==> config.mk <==
export PLATFORM = sky130hd
export DESIGN_NAME = bin2bcd_seq
export DESIGN_NICKNAME = d
export VERILOG_FILES = /design/src/rtl/bin2bcd_seq_pkg.sv /design/src/rtl/bcd_digit_adj.sv /design/src/rtl/bin2bcd_seq.sv
export SDC_FILE = /design/constraint.sdc
export NUM_CORES = 1
export LEC_CHECK = 0
export BUFFER_PORTS_ARGS = -buffer_cell sky130_fd_sc_hd__buf_2
export CORE_ASPECT_RATIO = 1.4
export CORE_MARGIN = 5
export CORE_UTILIZATION = 30
export CTS_CLUSTER_DIAMETER = 60
export DETAILED_ROUTE_END_ITERATION = 16
export MAX_ROUTING_LAYER = met4
export PLACE_DENSITY = 0.53
export RECOVER_POWER = 100
export SLEW_MARGIN = 30
export SYNTH_ARGS = -nofsm -noshare
export SYNTH_HDL_FRONTEND = slang
export SYNTH_SLANG_ARGS = --single-unit
==> constraint.sdc <==
create_clock -name clk -period 2.1 [get_ports clk]
set_input_delay 0.105 -clock clk [delete_from_list [all_inputs] [get_ports clk]]
set_output_delay 0.105 -clock clk [all_outputs]
set_load 0.01 [all_outputs]
==> src/rtl/bin2bcd_seq_pkg.sv <==
`default_nettype none
// ============================================================================
// Module   : bin2bcd_seq_pkg
// Brief    : Shared widths, FSM encodings and helpers for the BCD converter.
// Revision : 1.0
// ============================================================================
package bin2bcd_seq_pkg;

    localparam int c_bin_w  = 10;
    localparam int c_digits = 4;

    typedef enum logic [1:0] {
        S_IDLE  = 2'b00,
        S_SHIFT = 2'b01,
        S_DONE  = 2'b10
    } state_t;

    function automatic longint unsigned pow10(input int n);
        longint unsigned r;
        r = 64'd1;
        for (int i = 0; i < n; i++) begin
            r = r * 64'd10;
        end
        return r;
    endfunction

endpackage
`default_nettype wire

==> src/rtl/bcd_digit_adj.sv <==
`default_nettype none
// ============================================================================
// Module   : bcd_digit_adj
// Brief    : Double-dabble digit correction: add 3 when the digit is >= 5.
// Revision : 1.0
// ============================================================================
module bcd_digit_adj (
    input  logic [3:0] d_in,
    output logic [3:0] d_out
);

    assign d_out = (d_in >= 4'd5) ? (d_in + 4'd3) : d_in;

endmodule
`default_nettype wire

==> src/rtl/bin2bcd_seq.sv <==
`default_nettype none
// ============================================================================
// Module   : bin2bcd_seq
// Brief    : Sequential double-dabble binary to packed BCD with blank mask.
// Revision : 1.0
// ============================================================================
module bin2bcd_seq
    import bin2bcd_seq_pkg::*;
#(
    parameter int BIN_W  = c_bin_w,
    parameter int DIGITS = c_digits
) (
    input  logic                  clk,
    input  logic                  rst,
    input  logic                  start,
    input  logic [BIN_W-1:0]      bin,
    output logic                  busy,
    output logic                  done,
    output logic [4*DIGITS-1:0]   bcd,
    output logic [DIGITS-1:0]     blank
);

    localparam int CNT_W = (BIN_W > 1) ? $clog2(BIN_W) : 1;

    generate
        if (!(pow10(DIGITS) > ((64'd1 << BIN_W) - 64'd1))) begin : g_param_check
            $error("bin2bcd_seq: DIGITS too small to hold 2^BIN_W-1");
        end
    endgenerate

    state_t                 r_state;
    state_t                 w_state_next;
    logic [BIN_W-1:0]       r_sh_bin;
    logic [4*DIGITS-1:0]    r_sh_bcd;
    logic [CNT_W-1:0]       r_cnt;
    logic [4*DIGITS-1:0]    r_bcd;
    logic [DIGITS-1:0]      r_blank;

    logic [4*DIGITS-1:0]    w_adj;
    logic [4*DIGITS-1:0]    w_bcd_next;
    logic [BIN_W-1:0]       w_bin_next;
    logic [DIGITS-1:0]      w_blank;

    generate
        for (genvar gi = 0; gi < DIGITS; gi++) begin : g_adj
            bcd_digit_adj u_adj (
                .d_in  (r_sh_bcd[4*gi +: 4]),
                .d_out (w_adj[4*gi +: 4])
            );
        end
    endgenerate

    assign {w_bcd_next, w_bin_next} = {w_adj, r_sh_bin} << 1;

    // A digit blanks only when it and every more-significant digit are zero.
    always_comb begin
        logic v_zero_above;
        w_blank      = '0;
        v_zero_above = 1'b1;
        for (int i = DIGITS - 1; i >= 1; i--) begin
            v_zero_above = v_zero_above && (w_bcd_next[4*i +: 4] == 4'd0);
            w_blank[i]   = v_zero_above;
        end
    end

    always_ff @(posedge clk or posedge rst) begin
        if (rst) begin
            r_state <= S_IDLE;
        end else begin
            r_state <= w_state_next;
        end
    end

    always_comb begin
        w_state_next = r_state;
        case (r_state)
            S_IDLE:  if (start) w_state_next = S_SHIFT;
            S_SHIFT: if (r_cnt == '0) w_state_next = S_DONE;
            S_DONE:  w_state_next = S_IDLE;
            default: w_state_next = S_IDLE;
        endcase
    end

    always_ff @(posedge clk or posedge rst) begin
        if (rst) begin
            r_sh_bin <= '0;
            r_sh_bcd <= '0;
            r_cnt    <= '0;
            r_bcd    <= '0;
            r_blank  <= {{(DIGITS-1){1'b1}}, 1'b0};
        end else begin
            case (r_state)
                S_IDLE: begin
                    if (start) begin
                        r_sh_bin <= bin;
                        r_sh_bcd <= '0;
                        r_cnt    <= CNT_W'(BIN_W - 1);
                    end
                end
                S_SHIFT: begin
                    r_sh_bin <= w_bin_next;
                    r_sh_bcd <= w_bcd_next;
                    if (r_cnt == '0) begin
                        r_bcd   <= w_bcd_next;
                        r_blank <= w_blank;
                    end else begin
                        r_cnt <= r_cnt - 1'b1;
                    end
                end
                default: ;
            endcase
        end
    end

    assign busy  = (r_state != S_IDLE);
    assign done  = (r_state == S_DONE);
    assign bcd   = r_bcd;
    assign blank = r_blank;

endmodule
`default_nettype wire

==> results.sh, run 1 <==
export IMPL_status="completed"
export IMPL_worst_pin_slew_ns=1.386
export IMPL_path_max_fanout=4
export IMPL_yosys_area_top_type_share_pct=47.69
export IMPL_tritoncts="built"
export IMPL_cap_violations=0
export IMPL_fin_tns_setup_ns=0
export IMPL_yosys_warnings=0
export IMPL_p_per_area_nw_per_um2=1692
export IMPL_row_count=39
export IMPL_root_buffer="clkbuf_16"
export IMPL_dieHeight_um=118.4
export IMPL_final_setup_skew_ns=0.003682
export IMPL_h_tree_depth=2
export IMPL_dieWidth_um=87.44
export IMPL_drt_iter0_markers=106
export IMPL_core_area_um2=8198
export IMPL_die_area_um2=10350
export IMPL_synthesis_area_um2=2519
export IMPL_grt_pass1_vias=1980
export IMPL_numCtsBuffers=5
export IMPL_synth_top_area_cell="dfrtp_1"
export IMPL_worstHoldPathType="in2reg"
export IMPL_cp_start_kind="flop"
export IMPL_vias=1982
export IMPL_clock_latency_ns=0.29
export IMPL_avgSynthCellArea_um2=9.650
export IMPL_clock_path_buffers=2
export IMPL_crit_family="compound AO/OA/AOI/OAI gates"
export IMPL_ys_seq_area_share_pct=50.82
export IMPL_seq_area_um2=1280
export IMPL_total_power_mw=5.018
export IMPL_slowest_delay_ns=0.40
export IMPL_cts_resized=0
export IMPL_ir_worst_vdd_uv=566.0
export IMPL_avgViaCountPerCell=4.955
export IMPL_layout_common_cells="nand2_1 (52), dfrtp_1 (48), o21ai_0 (20)"
export IMPL_multi_input_area_um2=1119
export IMPL_grt_pass1_wl_um=9584
export IMPL_drtAntennaViolNets=0
export IMPL_grt_antenna_before_repair=0
export IMPL_finalHoldViolCount=0
export IMPL_crit_required_ns=2.27
export IMPL_worst_path_buf_inv=1
export IMPL_timing_fmax_mhz=511.9
export IMPL_maxSlewViolCount=0
export IMPL_crit_chain="inv_1 -> ha_1 -> nor2b_2 -> and2b_2 -> a211oi_1 -> mux2_2"
export IMPL_synth_seq_cells=51
export IMPL_portBuffers=33
export IMPL_critPathCaptureType="flop"
export IMPL_clk_pin_slew_ns=0.07
export IMPL_ys_async_sr_fraction_pct=100.0
export IMPL_synth_enable_flop_cells=0
export IMPL_synth_area_leaders="dfrtp_1 (48%), nand2_1 (7.7%), ha_1 (5.0%)"
export IMPL_dpl_cell_area_um2=2814
export IMPL_whs_ns=0.01682
export IMPL_final_period_utilization_pct=93.02
export IMPL_grt_ovfl_total=0
export IMPL_wirelength_um=5615
export IMPL_final_common_cell="nand2_1"
export IMPL_maxSlewHeadroom_pct=7.475
export IMPL_final_area_um2=2965
export IMPL_area_growth_pct=17.73
export IMPL_diodes=0
export IMPL_worstPathArrival_ns=2.13
export IMPL_rrSetupSlack_ns=0.15
export IMPL_start_util_pct=30.72
export IMPL_slowest_stage="a211oi_1"
export IMPL_drc=0
export IMPL_synth_fp_nets=284
export IMPL_p_leak_nw=1.351
export IMPL_post_route_min_period_ns=1.953
export IMPL_drt_pass1_iter_count=4
export IMPL_nets=320
export IMPL_final_fill_count=884
export IMPL_dp_hpwl_um=3856
export IMPL_ys_types=45
export IMPL_grt_usage_pct=11.97
export IMPL_final_setup_viol_count=0
export IMPL_globalplace_congestion=0.8113
export IMPL_wire_per_inst_um=14.04
export IMPL_ys_flop_type="dfrtp_1"
export IMPL_grt_max_degree=38
export IMPL_cts_sinks=51
export IMPL_final_core_util_pct=36.17
export IMPL_worstSetupPathType="reg2reg"
export IMPL_synthCells=261
export IMPL_drive_gt1_share_pct=14.43
export IMPL_io_pins=35
export IMPL_grt_setup_unrepaired="false"
## worst paths after layout
kind                          endpoint  depth (start not counted)  startpoint
min in group asynchronous  r_sh_bin[4]                          3         rst
hold reg to reg                 bcd[9]                          2      bcd[9]
setup reg to reg              r_cnt[1]                          6    r_cnt[0]
max in group asynchronous     r_cnt[3]                          4         rst
setup / recovery              r_cnt[1]                          6    r_cnt[0]
hold / removal             r_sh_bin[0]                          3      bin[0]
## kinds of logic (layout without fill, tap and decap cells)
logic type                 after synthesis  count (layout)  synth area share, %
xor gates and xnor gates                 4               4                1.391
AOI/OAI and AO/OA                       67              67                16.39
adders and majority gates               10              10                4.968
other                                    1               1               0.1489
and+or+nand+nor                         96              96                19.28
buffers and inverters                   26              63                4.421
DFF                                     51              51                50.82
muxes                                    6               6                2.583
## per-stage QoR
stage | instances | setup slack, ns
floorplan | 261 | 0.3145
global placement | 391 | 0.2630
detailed placement | 391 | 0.2123
CTS | 400 | 0.1884
global route | 400 | 0.01143
finish | 400 | 0.1466
## worst min-delay path: stages
cell	delay, ns
buf_2	0.07
nand2_1	0.03
o21ai_0	0.05
## synth_stat cells, types with 3 or more instances
library cell and count:
o22ai_1 12, o21ai_0 20, buf_2 3, a31oi_1 3, a21oi_1 14, a22oi_1 9, xnor2_1 4, nor2_1 15
dfrtp_1 48, inv_1 12, clkbuf_1 7, ha_1 10, nand2b_1 5, nand2_1 52, nor3b_1 5, nor3_1 4
dfstp_2 3, mux2_2 4
## sequential cells by signal, indices dropped and copies added (netlist names)
name / cells
bcd: 16
r_sh_bcd: 16
r_sh_bin: 10
r_cnt: 4
blank: 3
r_state: 2
## power by group
part	internal (mW)	leakage [nW]	total, mW	switching [mW]
clock	0.683	0.0900	1.05	0.365
sequential	1.44	0.628	1.79	0.349
combinational	0.893	0.633	2.19	1.29
total	3.01	1.35	5.02	2.01
## layer usage
layer | routed length [µm] | vias to the layer above | track usage, %
li1 | - | 967 | -
met1 | 2469 | 969 | 14.80
met2 | 2808 | 40 | 19.29
met3 | 268 | 6 | 2.853
met4 | 69 | 0 | 3.455
met5 | 0 | - | -
## final cells by class
class,instances,area share (%)
inverter,13,1.646
timing repair buffer,42,6.667
clock inverter,3,2.278
multi-input combinational,184,37.72
tap,102,4.304
sequential,51,43.16
clock buffer,5,4.219
## repair_timing
| action | CTS | global route |
|---|---|---|
| buffers inserted | 0 | 0 |
| endpoints found under the hold margin | 32 | 0 |
| hold buffers | 1 | 0 |
Power figures use the tool's default switching activity.
==> inputs of run 2 (changes only) <==
- CORE_UTILIZATION: 30 -> 40
- PLACE_DENSITY: 0.53 -> 0.65
- SKIP_CTS_REPAIR_TIMING: unset -> 1
- clock period: 2.1 -> 2.3 ns (I/O delays scaled with it)
==> run 2 against run 1 <==
Against the previous run: sequential power fell by 9%; fmax fell by 6.9%; setup slack gained 0.056 ns; register-to-register slack improved by 0.06 ns; final area decreased by 6.1%; total power fell by 19%; clock power fell by 53%.
==> results.sh, run 2 (synthesized netlist as in run 1, its figures left out) <==
export IMPL_hold_path_depth=3
export IMPL_grt_pass1_vias=1762
export IMPL_worstHoldEndpoint="r_sh_bin[0]"
export IMPL_drt_pass1_iter_count=4
export IMPL_area_growth_pct=10.53
export IMPL_dieWidth_um=77.07
export IMPL_hp_start="bin[0]"
export IMPL_core_area_um2=6168
export IMPL_post_route_min_period_ns=2.098
export IMPL_crit_required_ns=2.55
export IMPL_drt_iter0_markers=40
export IMPL_cp_start_kind="flop"
export IMPL_h_tree_depth=2
export IMPL_io_pins=35
export IMPL_path_max_fanout=21
export IMPL_globalplace_congestion=0.7590
export IMPL_drc=0
export IMPL_timing_fmax_mhz=476.7
export IMPL_start_util_pct=40.83
export IMPL_status="completed"
export IMPL_critPathCaptureType="flop"
export IMPL_dp_hpwl_um=3483
export IMPL_reg2reg_depth=9
export IMPL_grt_pass1_wl_um=8473
export IMPL_wirelength_um=5085
export IMPL_maxSlewViolCount=0
export IMPL_grt_antenna_before_repair=0
export IMPL_grt_ovfl_total=0
export IMPL_dieHeight_um=103.9
export IMPL_worstSetupPathType="reg2reg"
export IMPL_cap_violations=0
export IMPL_p_per_area_nw_per_um2=1462
export IMPL_timing_rr_start="r_cnt[0]"
export IMPL_worstPathArrival_ns=2.34
export IMPL_clock_path_buffers=2
export IMPL_grt_usage_pct=13.16
export IMPL_p_leak_nw=1.266
export IMPL_drtAntennaViolNets=0
export IMPL_vias=1894
export IMPL_avgViaCountPerCell=5.189
export IMPL_nets=315
export IMPL_final_setup_skew_ns=0.007713
export IMPL_diodes=0
export IMPL_worstHoldPathType="in2reg"
export IMPL_die_area_um2=8006
export IMPL_cts_sinks=51
export IMPL_timing_rr_end="blank[1]"
export IMPL_tritoncts="built"
export IMPL_root_buffer="clkbuf_8"
export IMPL_final_common_cell="nand2_1"
export IMPL_portBuffers=33
export IMPL_drive_gt1_share_pct=12.29
export IMPL_row_count=34
export IMPL_clock_latency_ns=0.30
export IMPL_grt_max_degree=52
export IMPL_ir_worst_vdd_uv=899.5
export IMPL_layout_common_cells="nand2_1 (52), dfrtp_1 (48), clkbuf_1 (23)"
export IMPL_numCtsBuffers=5
export IMPL_final_setup_viol_count=0
export IMPL_rrSetupSlack_ns=0.20
export IMPL_maxSlewHeadroom_pct=15.12
export IMPL_fin_tns_setup_ns=0
export IMPL_grt_setup_unrepaired="false"
export IMPL_wire_per_inst_um=13.93
export IMPL_finalHoldViolCount=0
export IMPL_final_core_util_pct=45.13
export IMPL_worst_pin_slew_ns=1.273
export IMPL_final_period_utilization_pct=91.21
export IMPL_clk_pin_slew_ns=0.09
-- run 2: metrics by stage --
stage | total power [mW] | cells | cell area [µm²] | hold WS [ns] | setup slack [ns]
floorplan | 3.143 | 261 | 2519 | 0.2318 | 0.5145
global placement | 3.633 | 357 | 2746 | 0.3237 | 0.3293
detailed placement | 3.700 | 357 | 2746 | 0.3262 | 0.2245
CTS | 4.203 | 365 | 2828 | -0.003886 | 0.2013
global route | 4.467 | 365 | 2784 | 0.02277 | 0.03509
finish | 4.071 | 365 | 2784 | 0.02026 | 0.2021
-- run 2: layout make-up --
| type | count | area [µm²] |
|---|---|---|
| Timing Repair Buffer | 37 | 161.4 |
| Multi-Input combinational cell | 184 | 1117 |
| Tap cell | 72 | 90.09 |
| Clock buffer | 7 | 76.32 |
| Inverter | 13 | 53.80 |
| Fill cell | 593 | 3385 |
| Sequential cell | 51 | 1280 |
| Clock inverter | 1 | 5.005 |
-- run 2: worst max-delay path by stage --
stage          cells past startpoint   startpoint        to  slack (ns)
6_report                           9     r_cnt[0]  blank[1]        0.20
5_1_grt                            9     r_cnt[0]  blank[1]        0.04
4_1_cts                            9     r_cnt[0]  blank[1]        0.20
3_5_place_dp                       9     r_cnt[0]  blank[1]        0.22
3_3_place_gp                       9     r_cnt[0]  blank[1]        0.33
2_1_floorplan                      7  r_sh_bcd[4]  blank[1]        0.51
-- run 2: metal layers --
metal	track usage, %	share of wire (%)	routed length (µm)
met2	20.11	48	2433
met1	17.65	46	2356
met3	2.946	4.5	227
met5	-	0	0
met4	3.686	1.3	67
-- run 2: where the power goes --
group / internal [mW] / switching [mW]
Combinational: 0.784 / 1.16
Clock: 0.214 / 0.282
Sequential: 1.31 / 0.315
-- run 2: critical path, cell delays in order, from the launching register on --
cell	delay (ns)
dfrtp_1	0.41
inv_1	0.09
ha_1	0.19
nor2b_2	0.17
and2b_1	0.20
nand2_4	0.17
clkinv_4	0.19
nand4b_4	0.13
nor4_4	0.31
a32o_1	0.19
